## src/rtl/grid_pkg.sv

```systemverilog
// ============================================================================
//  Module      : grid_pkg
//  Description : Shared constants, colours and FSM encoding for the grid
//                colour-RAM write controller.
//  Revision    : 1.0 - initial release
// ============================================================================
`default_nettype none

package grid_pkg;

  localparam int GRID_AW    = 4;
  localparam int GRID_DW    = 3;
  localparam int GRID_CELLS = 16;

  localparam logic [2:0] RED   = 3'b100;
  localparam logic [2:0] GREEN = 3'b010;
  localparam logic [2:0] BLUE  = 3'b001;
  localparam logic [2:0] BLACK = 3'b000;

  typedef logic [1:0] state_t;
  localparam state_t ST_IDLE    = 2'd0;
  localparam state_t ST_WRITE_A = 2'd1;
  localparam state_t ST_FILL    = 2'd2;
  localparam state_t ST_DONE    = 2'd3;

endpackage

`default_nettype wire

```

## src/rtl/grid_ram_write_ctrl_if.sv

```systemverilog
// ============================================================================
//  Module      : grid_ram_write_ctrl_if
//  Description : Request, fill-control and RAM write-port bundle of the grid
//                colour-RAM write controller.
//  Revision    : 1.0 - initial release
// ============================================================================
`default_nettype none

interface grid_ram_write_ctrl_if
  import grid_pkg::*;
#(
  parameter int AW = GRID_AW,
  parameter int DW = GRID_DW
);

  logic          req_a;
  logic [AW-1:0] addr_a;
  logic [DW-1:0] data_a;
  logic          ack_a;
  logic          fill_start;
  logic [DW-1:0] fill_color;
  logic          fill_busy;
  logic          fill_done;
  logic          vsync_n;
  logic [AW-1:0] ram_addr;
  logic [DW-1:0] ram_data;
  logic          ram_we;

  modport master (
    output req_a, addr_a, data_a, fill_start, fill_color, vsync_n,
    input  ack_a, fill_busy, fill_done, ram_addr, ram_data, ram_we
  );

  modport slave (
    input  req_a, addr_a, data_a, fill_start, fill_color, vsync_n,
    output ack_a, fill_busy, fill_done, ram_addr, ram_data, ram_we
  );

endinterface

`default_nettype wire

```

## src/rtl/grid_ram_write_ctrl_sync_2ff.sv

```systemverilog
// ============================================================================
//  Module      : sync_2ff
//  Description : Generic 1-bit double-flop synchronizer.
//  Revision    : 1.0 - initial release
// ============================================================================
`default_nettype none

module sync_2ff #(
  parameter logic RESET_VAL = 1'b0
) (
  input  logic clk,
  input  logic rst_n,
  input  logic d,
  output logic q
);

  logic r_meta;
  logic r_sync;

  always_ff @(posedge clk or negedge rst_n) begin
    if (!rst_n) begin
      r_meta <= RESET_VAL;
      r_sync <= RESET_VAL;
    end else begin
      r_meta <= d;
      r_sync <= r_meta;
    end
  end

  assign q = r_sync;

endmodule

`default_nettype wire

```

## src/rtl/grid_ram_write_ctrl.sv

```systemverilog
// ============================================================================
//  Module      : grid_ram_write_ctrl
//  Description : Arbitrates the colour-RAM write port between single-cell
//                requests and a whole-grid fill engine. Optional macro
//                VBLANK_GATE_EN restricts writes to vertical blanking.
//  Revision    : 1.0 - initial release
// ============================================================================
`default_nettype none

module grid_ram_write_ctrl
  import grid_pkg::*;
#(
  parameter int            AW          = GRID_AW,
  parameter int            DW          = GRID_DW,
  parameter int            RESET_FILL  = 1,
  parameter logic [DW-1:0] RESET_COLOR = BLACK
) (
  input  logic                 clk,
  input  logic                 rst_n,
  grid_ram_write_ctrl_if.slave bus
);

  localparam logic [AW-1:0] c_LAST        = '1;
  localparam state_t        c_RESET_STATE = (RESET_FILL != 0) ? ST_FILL : ST_IDLE;

  state_t        r_state, w_state_nxt;
  logic [AW-1:0] r_cnt,   w_cnt_nxt;
  logic [DW-1:0] r_color, w_color_nxt;
  logic          r_we,    w_we_nxt;
  logic [AW-1:0] r_addr,  w_addr_nxt;
  logic [DW-1:0] r_data,  w_data_nxt;
  logic          r_ack,   w_ack_nxt;
  logic          r_busy,  w_busy_nxt;
  logic          r_done,  w_done_nxt;
  logic          w_permit;

`ifdef VBLANK_GATE_EN
  logic w_vsync_n_sync;

  // Reset to "outside the window" so nothing is written before vsync is seen.
  sync_2ff #(.RESET_VAL(1'b1)) u_vsync_sync (
    .clk   (clk),
    .rst_n (rst_n),
    .d     (bus.vsync_n),
    .q     (w_vsync_n_sync)
  );

  assign w_permit = ~w_vsync_n_sync;
`else
  logic w_unused_vsync_n;
  assign w_unused_vsync_n = bus.vsync_n;
  assign w_permit         = 1'b1;
`endif

  always_ff @(posedge clk or negedge rst_n) begin
    if (!rst_n) begin
      r_state <= c_RESET_STATE;
      r_cnt   <= '0;
      r_color <= RESET_COLOR;
      r_we    <= 1'b0;
      r_addr  <= '0;
      r_data  <= '0;
      r_ack   <= 1'b0;
      r_busy  <= (RESET_FILL != 0);
      r_done  <= 1'b0;
    end else begin
      r_state <= w_state_nxt;
      r_cnt   <= w_cnt_nxt;
      r_color <= w_color_nxt;
      r_we    <= w_we_nxt;
      r_addr  <= w_addr_nxt;
      r_data  <= w_data_nxt;
      r_ack   <= w_ack_nxt;
      r_busy  <= w_busy_nxt;
      r_done  <= w_done_nxt;
    end
  end

  always_comb begin
    w_state_nxt = r_state;
    w_cnt_nxt   = r_cnt;
    w_color_nxt = r_color;
    case (r_state)
      ST_IDLE: begin
        if (bus.fill_start) begin
          w_state_nxt = ST_FILL;
          w_cnt_nxt   = '0;
          w_color_nxt = bus.fill_color;
        end else if (bus.req_a && w_permit) begin
          w_state_nxt = ST_WRITE_A;
        end
      end
      ST_WRITE_A: w_state_nxt = ST_IDLE;
      ST_FILL: begin
        if (w_permit) begin
          if (r_cnt == c_LAST) begin
            w_state_nxt = ST_DONE;
          end else begin
            w_cnt_nxt = r_cnt + 1'b1;
          end
        end
      end
      ST_DONE: w_state_nxt = ST_IDLE;
      default: w_state_nxt = ST_IDLE;
    endcase
  end

  // Next values of the registered outputs; they become visible in the cycle
  // the FSM spends in the state that issues them.
  always_comb begin
    w_we_nxt   = 1'b0;
    w_addr_nxt = r_addr;
    w_data_nxt = r_data;
    w_ack_nxt  = 1'b0;
    w_busy_nxt = r_busy;
    w_done_nxt = 1'b0;
    case (r_state)
      ST_IDLE: begin
        if (bus.fill_start) begin
          w_busy_nxt = 1'b1;
        end else if (bus.req_a && w_permit) begin
          w_we_nxt   = 1'b1;
          w_ack_nxt  = 1'b1;
          w_addr_nxt = bus.addr_a;
          w_data_nxt = bus.data_a;
        end
      end
      ST_FILL: begin
        if (w_permit) begin
          w_we_nxt   = 1'b1;
          w_addr_nxt = r_cnt;
          w_data_nxt = r_color;
        end
      end
      ST_DONE: begin
        w_done_nxt = 1'b1;
        w_busy_nxt = 1'b0;
      end
      default: ;
    endcase
  end

  assign bus.ram_we    = r_we;
  assign bus.ram_addr  = r_addr;
  assign bus.ram_data  = r_data;
  assign bus.ack_a     = r_ack;
  assign bus.fill_busy = r_busy;
  assign bus.fill_done = r_done;

endmodule

`default_nettype wire
```

## src/flat_wrapper.sv

```systemverilog
// flat-port wrapper written by rule: the top's interface ports become plain ports
module grid_ram_write_ctrl_flat import grid_pkg::*;
#(
  parameter int            AW          = GRID_AW,
  parameter int            DW          = GRID_DW,
  parameter int            RESET_FILL  = 1,
  parameter logic [DW-1:0] RESET_COLOR = BLACK
)
  (clk, rst_n, bus_req_a, bus_addr_a, bus_data_a, bus_fill_start, bus_fill_color, bus_vsync_n, bus_ack_a, bus_fill_busy, bus_fill_done, bus_ram_addr, bus_ram_data, bus_ram_we);
  grid_ram_write_ctrl_if #(.AW(AW), .DW(DW)) bus_i ();
  input  logic clk;
  input  logic rst_n;
  input wire logic [$bits(bus_i.req_a)-1:0] bus_req_a;
  input wire logic [$bits(bus_i.addr_a)-1:0] bus_addr_a;
  input wire logic [$bits(bus_i.data_a)-1:0] bus_data_a;
  input wire logic [$bits(bus_i.fill_start)-1:0] bus_fill_start;
  input wire logic [$bits(bus_i.fill_color)-1:0] bus_fill_color;
  input wire logic [$bits(bus_i.vsync_n)-1:0] bus_vsync_n;
  output wire logic [$bits(bus_i.ack_a)-1:0] bus_ack_a;
  output wire logic [$bits(bus_i.fill_busy)-1:0] bus_fill_busy;
  output wire logic [$bits(bus_i.fill_done)-1:0] bus_fill_done;
  output wire logic [$bits(bus_i.ram_addr)-1:0] bus_ram_addr;
  output wire logic [$bits(bus_i.ram_data)-1:0] bus_ram_data;
  output wire logic [$bits(bus_i.ram_we)-1:0] bus_ram_we;
  assign bus_i.req_a = bus_req_a;
  assign bus_i.addr_a = bus_addr_a;
  assign bus_i.data_a = bus_data_a;
  assign bus_i.fill_start = bus_fill_start;
  assign bus_i.fill_color = bus_fill_color;
  assign bus_i.vsync_n = bus_vsync_n;
  assign bus_ack_a = bus_i.ack_a;
  assign bus_fill_busy = bus_i.fill_busy;
  assign bus_fill_done = bus_i.fill_done;
  assign bus_ram_addr = bus_i.ram_addr;
  assign bus_ram_data = bus_i.ram_data;
  assign bus_ram_we = bus_i.ram_we;
  grid_ram_write_ctrl #(.AW(AW), .DW(DW), .RESET_FILL(RESET_FILL), .RESET_COLOR(RESET_COLOR)) u_core (.clk(clk), .rst_n(rst_n), .bus(bus_i));
endmodule
```

## config.mk

```make
export PLATFORM = sky130hd
export DESIGN_NAME = grid_ram_write_ctrl_flat
export DESIGN_NICKNAME = d
export VERILOG_FILES = /design/src/rtl/grid_pkg.sv /design/src/rtl/grid_ram_write_ctrl_if.sv /design/src/rtl/grid_ram_write_ctrl_sync_2ff.sv /design/src/rtl/grid_ram_write_ctrl.sv /design/src/flat_wrapper.sv
export SDC_FILE = /design/constraint.sdc
export NUM_CORES = 1
export LEC_CHECK = 0
export CAP_MARGIN = 20
export CORE_UTILIZATION = 41
export DETAILED_ROUTE_END_ITERATION = 12
export HOLD_SLACK_MARGIN = 0.06
export PLACE_DENSITY = 0.73
export SLEW_MARGIN = 20
export SYNTH_ARGS = -nofsm -noshare
export SYNTH_HDL_FRONTEND = slang
export SYNTH_SLANG_ARGS = --single-unit
```

## constraint.sdc

```tcl
create_clock -name clk -period 1.37 [get_ports clk]
set_input_delay 0.137 -clock clk [delete_from_list [all_inputs] [get_ports clk]]
set_output_delay 0.137 -clock clk [all_outputs]
set_load 0.02 [all_outputs]
```

==> results of run 1 <==
## critical path: cells and delay by family, from the launching register on
family	cells	cell delay [ns]
buffers and inverters	2	0.26
flip-flops	1	0.60
AO/OA/AOI/OAI	2	0.39
## worst max-delay path by stage
stage / from / endpoint / slack [ns]
detailed placement: bus_fill_start / u_core.bus.ram_data[1]$_DFFE_PN0P_ / -0.30
floorplan: u_core.r_state[1]$_DFFE_PN1P_ / u_core.bus.ram_data[0]$_DFFE_PN0P_ / 0.07
CTS: u_core.r_state[1]$_DFFE_PN1P_ / u_core.r_cnt[3]$_DFFE_PN0P_ / 0.004
global placement: bus_fill_start / u_core.bus.ram_data[1]$_DFFE_PN0P_ / -0.27
finish: u_core.r_state[1]$_DFFE_PN1P_ / u_core.bus.ram_addr[2]$_DFFE_PN0P_ / 0.001
global route: u_core.r_state[1]$_DFFE_PN1P_ / u_core.bus.ram_addr[2]$_DFFE_PN0P_ / -0.11
## metrics by stage
stage / power (W) / util, % / setup WS, ns
floorplan: 0.00206 / - / 0.0737
global placement: 0.00271 / 61.8 / -0.268
detailed placement: 0.00276 / 61.8 / -0.295
CTS: 0.00312 / 64.5 / 0.00386
global route: 0.00337 / 65.1 / -0.112
finish: 0.00315 / 65.1 / 0.00144
## routing by layer
metal	GRT usage (%)	part of all wire (%)	routed length, um
met5	0	0	0
met4	11.8	2.7	55
met3	2.49	3.8	77
met2	31.3	48	971
met1	23.0	45	906
## cell usage in the layout (no fill, tap or decap), drive strengths merged, types with 2 or more instances in the layout
| cell type | instances |
|---|---|
| a2111oi | 2 |
| a21oi | 8 |
| a2bb2oi | 3 |
| a31o | 2 |
| and4bb | 2 |
| buf | 11 |
| clkbuf | 4 |
| clkdlybuf4s50 | 13 |
| dfrtp | 18 |
| dfstp | 2 |
| dlygate4sd2 | 11 |
| inv | 6 |
| mux2 | 3 |
| nand2 | 2 |
| nand3 | 2 |
| nor2 | 4 |
| o22a | 7 |
| o22ai | 3 |
## repair_timing
| item | in CTS | in global routing |
|---|---|---|
| resized for setup | 19 | 3 |
| hold endpoints to repair | 0 | 0 |
| pin swaps | 1 | 1 |
| endpoints found under the setup margin | 20 | 12 |
## kinds of logic after synthesis
group | Yosys count | synth area share [%]
AO/OA/AOI/OAI | 27 | 22.5
AND/OR/NAND/NOR | 17 | 12.2
multiplexers | 3 | 3.73
flip-flops | 20 | 55.6
adder cells (fa/ha/maj) | 1 | 1.38
buffers and inverters | 10 | 4.56
## registers in the layout (all words and copies together), names as in the netlist
name and count:
u_core.bus.fill_busy 1, u_core.bus.ack_a 1, u_core.r_cnt 4, u_core.bus.fill_done 1, u_core.r_state 2, u_core.bus.ram_data 3, u_core.bus.ram_addr 4, u_core.bus.ram_we 1
u_core.r_color 3
## layout make-up
type	count	area [um2]
multi-input combinational	48	412
tap	27	33.8
inverter	6	22.5
clock buffer	4	36.3
timing repair buffer	35	309
fill	176	706
sequential	20	503
## power by group through the flow
stage,logic (W),registers (W),clock network (W)
finish,0.00167,0.00113,0.000347
detailed placement,0.00163,0.00113,0
floorplan,0.000819,0.00124,0
global route,0.00183,0.00117,0.000372
CTS,0.00165,0.00112,0.000349
global placement,0.00159,0.00112,0
==> reports/qor.yml, run 1 <==
status: "completed"
setup_viol_count_final: 0
dr.pass1.iters: 4
die_w_um: 49.0
avgSynthCellArea_um2: 11.6
area_growth_pct: 45.5
die-area_um2: 2400
synth.distinct_cells: 28
crit_chain: "buf_4 -> inv_1 -> a21oi_4 -> o22ai_1"
netlist_instances: 78
async_flop_share_pct: 100
start_util_pct: 44.7
r2r_start: "u_core.r_state[1]$_DFFE_PN1P_"
clk_pin_slew_ns: 0.11
totalWireLength_um: 2010
p_clk_share_pct: 11.0
cts_hold_buffers: 0
hold_class: "input pin to asynchronous set/reset pin"
fin_worst_skew_ns: 0.00192
synth_common_cells: "dfrtp_1, a21oi_1, o22a_1"
final_area_um2: 1320
synth_largest_area_cell: "dfrtp_1"
final_hold_viol_count: 0
cts-root-buf: "clkbuf_4"
synth_nets: 94
cts_buffers: 3
die_y_um: 49.0
leakagePower_nw: 0.586
synth-edff-count: 0
globalplace.congestion: 0.786
h-tree-depth: 1
cts_setup_buffers: 0
slew_viol_final: 0
antenna_left: 0
p_seq_share_pct: 35.8
worstMarginPinSlew_ns: 0.405
power_density_nw_per_um2: 2390
ir_worst_vdd_mv: 1.41
r2r_setup_slack_ns: 0.001
antenna_found_initial: 0
synth_area_um2: 905
coreArea_um2: 2020
switchingPower_w: 0.00121
holdWs_ns: 0.159
clock.fmax_mhz: 731
p_sw_share_pct: 38.5
critPathRequiredTime_ns: 1.56
routed_via_density: 5.33
drc_errors: 0
synth_most_common_cell: "dfrtp_1"
timing.final.crit_share_pct: 99.9
max-slew-margin-rel_pct: 73.0
placed_area_um2: 1250
stdcell_count: 140
seq_area_frac_synth_pct: 55.6
critPathLaunchType: "flop"
grt_start_max_net_pins: 21
n_antenna_cell: 0
synth_seq_cells: 20
num_vias: 746
synth_ff_type: "dfrtp_1"
cp.arrival_ns: 1.55
grt-ovfl-total: 0
clkSinkCount: 20
insertion_delay_ns: 0.30
synthTopCellsByArea: "dfrtp_1, o22a_1, dfstp_2"
port_buffers: 24
grt_first_pass_wirelength_um: 3380
drive_gt1_share_pct: 26.5
rsz0062_at_grt: "true"
dpl.hpwl_um: 1430
r2r_end: "u_core.bus.ram_addr[2]$_DFFE_PN0P_"
dr.first_iter.drc_count: 8
layout.nets: 130
clk_path_buf_depth: 2
comb_power_share_pct: 53.1
grt_usage_pct: 18.8
grt_pass1_vias: 752
drv_cap: 0
fin_tns_setup_ns: 0
cpPeakStageDelay_ns: 0.60
synth_warnings: 0
io_pins: 26
critPathKind: "flop to flop"
period_needed_ns: 1.37
wl_per_cell_um: 14.4
row_count: 16
dp_cells: 137
p_int_w: 0.00194
ff2ff_path_depth: 4
synth_top_area_share_pct: 49.8
cp_slowest_cell: "dfstp_2"
endpoint_kind: "flop"
cts_tree: "yes"
worst-path-max-fanout: 8
(Power assumes the default switching activity.)
==> run 2, diff against run 1 <==
- CTS_CLUSTER_DIAMETER: not set -> 150
- HOLD_SLACK_MARGIN: 0.06 -> 0.12
- SYNTH_HIERARCHICAL: not set -> 1
==> run 2 against run 1 <==
  * The flow now finishes with violations (setup timing)
  * Critical path depth down 1
  * Total power up 3.8%
  * First-iteration DRC count down 25%
  * Flip-flop and latch count unchanged
  * Critical path type unchanged
==> reports/qor.yml, run 2 <==
status: "finished with violations"  # was completed
violations: "setup timing"
avgSynthCellArea_um2: 13.8  # was 11.6 um2
final_hold_viol_count: 0  # unchanged
leakagePower_nw: 0.685  # was 0.586 nW
finish.utilization_pct: 68.4  # was 65.1%
cp_slowest_cell: "dfstp_2"  # unchanged
netlist_instances: 67  # was 78
synth_area_um2: 925  # was 905 um2
synth_warnings: 6  # was 0
coreArea_um2: 2040  # was 2020 um2
p_clk_share_pct: 14.5  # was 11.0%
grt_usage_pct: 17.5  # was 18.8%
globalplace.congestion: 0.776  # was 0.786
cpPeakStageDelay_ns: 0.63  # was 0.60 ns
antenna_found_initial: 0  # unchanged
wl_per_cell_um: 13.7  # was 14.4 um
clk_path_buf_depth: 2  # unchanged
r2r_setup_slack_ns: -0.07  # was 0.001 ns
area_growth_pct: 51.2  # was 45.5%
n_antenna_cell: 0  # unchanged
p_int_w: 0.00217  # was 0.00194 W
r2r_start: "u_core/r_state[1]$_DFFE_PN1P_"  # was u_core.r_state[1]$_DFFE_PN1P_
synth_ff_type: "dfrtp_1"  # unchanged
seq_area_frac_synth_pct: 54.4  # was 55.6%
cts_tree: "yes"  # unchanged
fin_worst_skew_ns: 0.0109  # was 0.00192 ns
period_needed_ns: 1.44  # was 1.37 ns
p_sw_share_pct: 33.5  # was 38.5%
routed_via_density: 4.95  # was 5.33
start_util_pct: 45.3  # was 44.7%
synth_nets: 83  # was 94
synth-edff-count: 0  # unchanged
slew_viol_final: 0  # unchanged
async_flop_share_pct: 100  # unchanged
drv_cap: 0  # unchanged
insertion_delay_ns: 0.30  # about the same
grt_start_max_net_pins: 21  # unchanged
synth_seq_cells: 20  # unchanged
row_count: 16  # unchanged
antenna_left: 0  # unchanged
synth_common_cells: "dfrtp_1, mux2_4, mux2_2"  # was dfrtp_1, a21oi_1, o22a_1
grt-ovfl-total: 0  # unchanged
ir_worst_vdd_mv: 1.64  # was 1.41 mV
drive_gt1_share_pct: 40.5  # was 26.5%
synth_largest_area_cell: "dfrtp_1"  # unchanged
grt.busiest_layer: "met2"  # unchanged
cts_hold_buffers: 0  # unchanged
die_w_um: 49.5  # was 49.0 um
synthTopCellsByArea: "dfrtp_1, mux2_4, mux2_2"  # was dfrtp_1, o22a_1, dfstp_2
num_vias: 683  # was 746
h-tree-depth: 1  # unchanged
critPathBufInv: 0  # was 2
cp-startpoint: "u_core/r_state[1]$_DFFE_PN1P_"  # was u_core.r_state[1]$_DFFE_PN1P_
final_common_cell: "dfrtp_1"  # unchanged
clock.fmax_mhz: 693  # was 731 MHz
grt_util_met2_pct: 29.9  # was 31.3%
setup_viol_count_final: 9  # was 0
port_buffers: 24  # unchanged
worstMarginPinSlew_ns: 0.415  # was 0.405 ns
dpl.hpwl_um: 1360  # was 1430 um
switchingPower_w: 0.00109  # was 0.00121 W
p_seq_share_pct: 32.8  # was 35.8%
endpoint_kind: "flop"  # unchanged
dr.pass1.iters: 4  # unchanged
comb_power_share_pct: 52.7  # was 53.1%
clk_pin_slew_ns: 0.11  # about the same
path_delay_family: "flip-flops"  # unchanged
synth_most_common_cell: "dfrtp_1"  # unchanged
critPathRequiredTime_ns: 1.56  # about the same
clkSinkCount: 20  # unchanged
synth.distinct_cells: 24  # was 28
rsz0062_at_grt: "true"  # unchanged
critPathLaunchType: "flop"  # unchanged
synth_top_area_share_pct: 48.7  # was 49.8%
cts-root-buf: "clkbuf_4"  # unchanged
grt_pass1_vias: 681  # was 752
grt_util_met3_pct: 4.94  # was 2.49%
drc_errors: 0  # unchanged
io_pins: 26  # unchanged
crit_chain: "nand4_1 -> o211ai_1 -> mux2_2"  # was buf_4 -> inv_1 -> a21oi_4 -> o22ai_1
setup_slack_ns: -0.0737  # was 0.00144 ns
critPathKind: "flop to flop"  # unchanged
max-slew-margin-rel_pct: 72.2  # was 73.0%
die_y_um: 49.5  # was 49.0 um
met1_usage_pct: 21.1  # was 23.0%
p_total_w: 0.00326  # was 0.00315 W
grt_first_pass_wirelength_um: 3140  # was 3380 um
totalWireLength_um: 1890  # was 2010 um
worst-path-max-fanout: 5  # was 8
dr.first_iter.drc_count: 6  # was 8
mostFrequentLayoutCells: "dfrtp_1, buf_4, clkdlybuf4s50_1, dlygate4sd2_1, mux2_4"  # was dfrtp_1, clkdlybuf4s50_1, dlygate4sd2_1, buf_4
die-area_um2: 2450  # was 2400 um2
power_density_nw_per_um2: 2340  # was 2390 nW/um2
cp.arrival_ns: 1.63  # was 1.55 ns
timing.final.crit_share_pct: 105  # was 99.9%
layout.nets: 128  # was 130
hold_class: "input pin to asynchronous set/reset pin"  # unchanged
cts_buffers: 3  # unchanged
run 2: changes by cell type after synthesis, moves of 3 or more:
| cell | delta |
|---|---|
| a21oi_1 | -3 |
| a2bb2oi_1 | -3 |
| buf_2 | -3 |
| inv_1 | -4 |
| mux2_2 | +4 |
| mux2_4 | +8 |
| o22a_1 | -7 |
run 2: logic make-up (layout without fill, tap and decap cells):
family	count (synthesis)	after routing	share of synthesized area (%)
fa+ha+maj	1	1	1.35
mux	17	17	23.7
buf+inv	3	47	2.03
compound gates	11	11	8.93
flops	20	20	54.4
simple gates	14	14	8.66
xor+xnor	1	1	0.947
run 2: final timing paths:
check                                                endpoint  depth (start not counted)
setup / recovery                  u_core/r_cnt[1]$_DFFE_PN0P_                          3
hold / removal             u_core/bus.ram_addr[2]$_DFFE_PN0P_                          2
setup reg to reg                  u_core/r_cnt[1]$_DFFE_PN0P_                          3
hold reg to reg                 u_core/r_state[1]$_DFFE_PN1P_                          1
max in group asynchronous    u_core/bus.fill_busy$_DFFE_PN1P_                          2
min in group clk                u_core/r_color[1]$_DFFE_PN0P_                          2
run 2: power by group through the flow:
| stage | sequential (W) | clock [W] | combinational (W) |
|---|---|---|---|
| after global routing | 0.00111 | 0.000521 | 0.00183 |
| after global placement | 0.00107 | 0 | 0.00171 |
| after detailed placement | 0.00108 | 0 | 0.00174 |
| after floorplan | 0.00125 | 0 | 0.000796 |
| final | 0.00107 | 0.000472 | 0.00172 |
| after CTS | 0.00107 | 0.000489 | 0.00168 |
run 2: final cells by class:
class                   instances  area [um2]
fillers                       167         644
flip-flops and latches         20         504
multi-input cells              44         429
repair buffers                 41         370
well taps                      27        33.8
clock inverters                 1        30.0
clock buffers                   3        22.5
inverters                       2        7.51
run 2: worst register-to-register path: stages, from the launching register on:
cell and delay, ns:
dfstp_2 0.63, nand4_1 0.12, o211ai_1 0.22, mux2_2 0.38
run 2: through the flow:
step | cell area (um2) | instances | worst slack (ns) | TNS, ns | hold WS, ns
finish | 1400 | 138 | -0.0737 | -0.252 | 0.159
global route | 1400 | 138 | -0.148 | -0.714 | 0.174
CTS | 1380 | 137 | -0.0724 | -0.318 | 0.161
detailed placement | 1330 | 133 | -0.272 | -3.02 | 0.472
global placement | 1330 | 133 | -0.238 | -2.56 | 0.463
floorplan | 930 | 67 | -0.0606 | -0.281 | -0.159
run 2: metal layers:
metal	wire length (um)	share of wire, %
met1	839	44
met5	0	0
met4	23	1.2
met2	916	48
met3	115	6.1
run 2: repair_timing:
item                                    in CTS  in global routing
endpoints found under the setup margin      22                 13
pin swaps                                    1                  0
buffers inserted                             0                  1
resized for setup                           15                  4
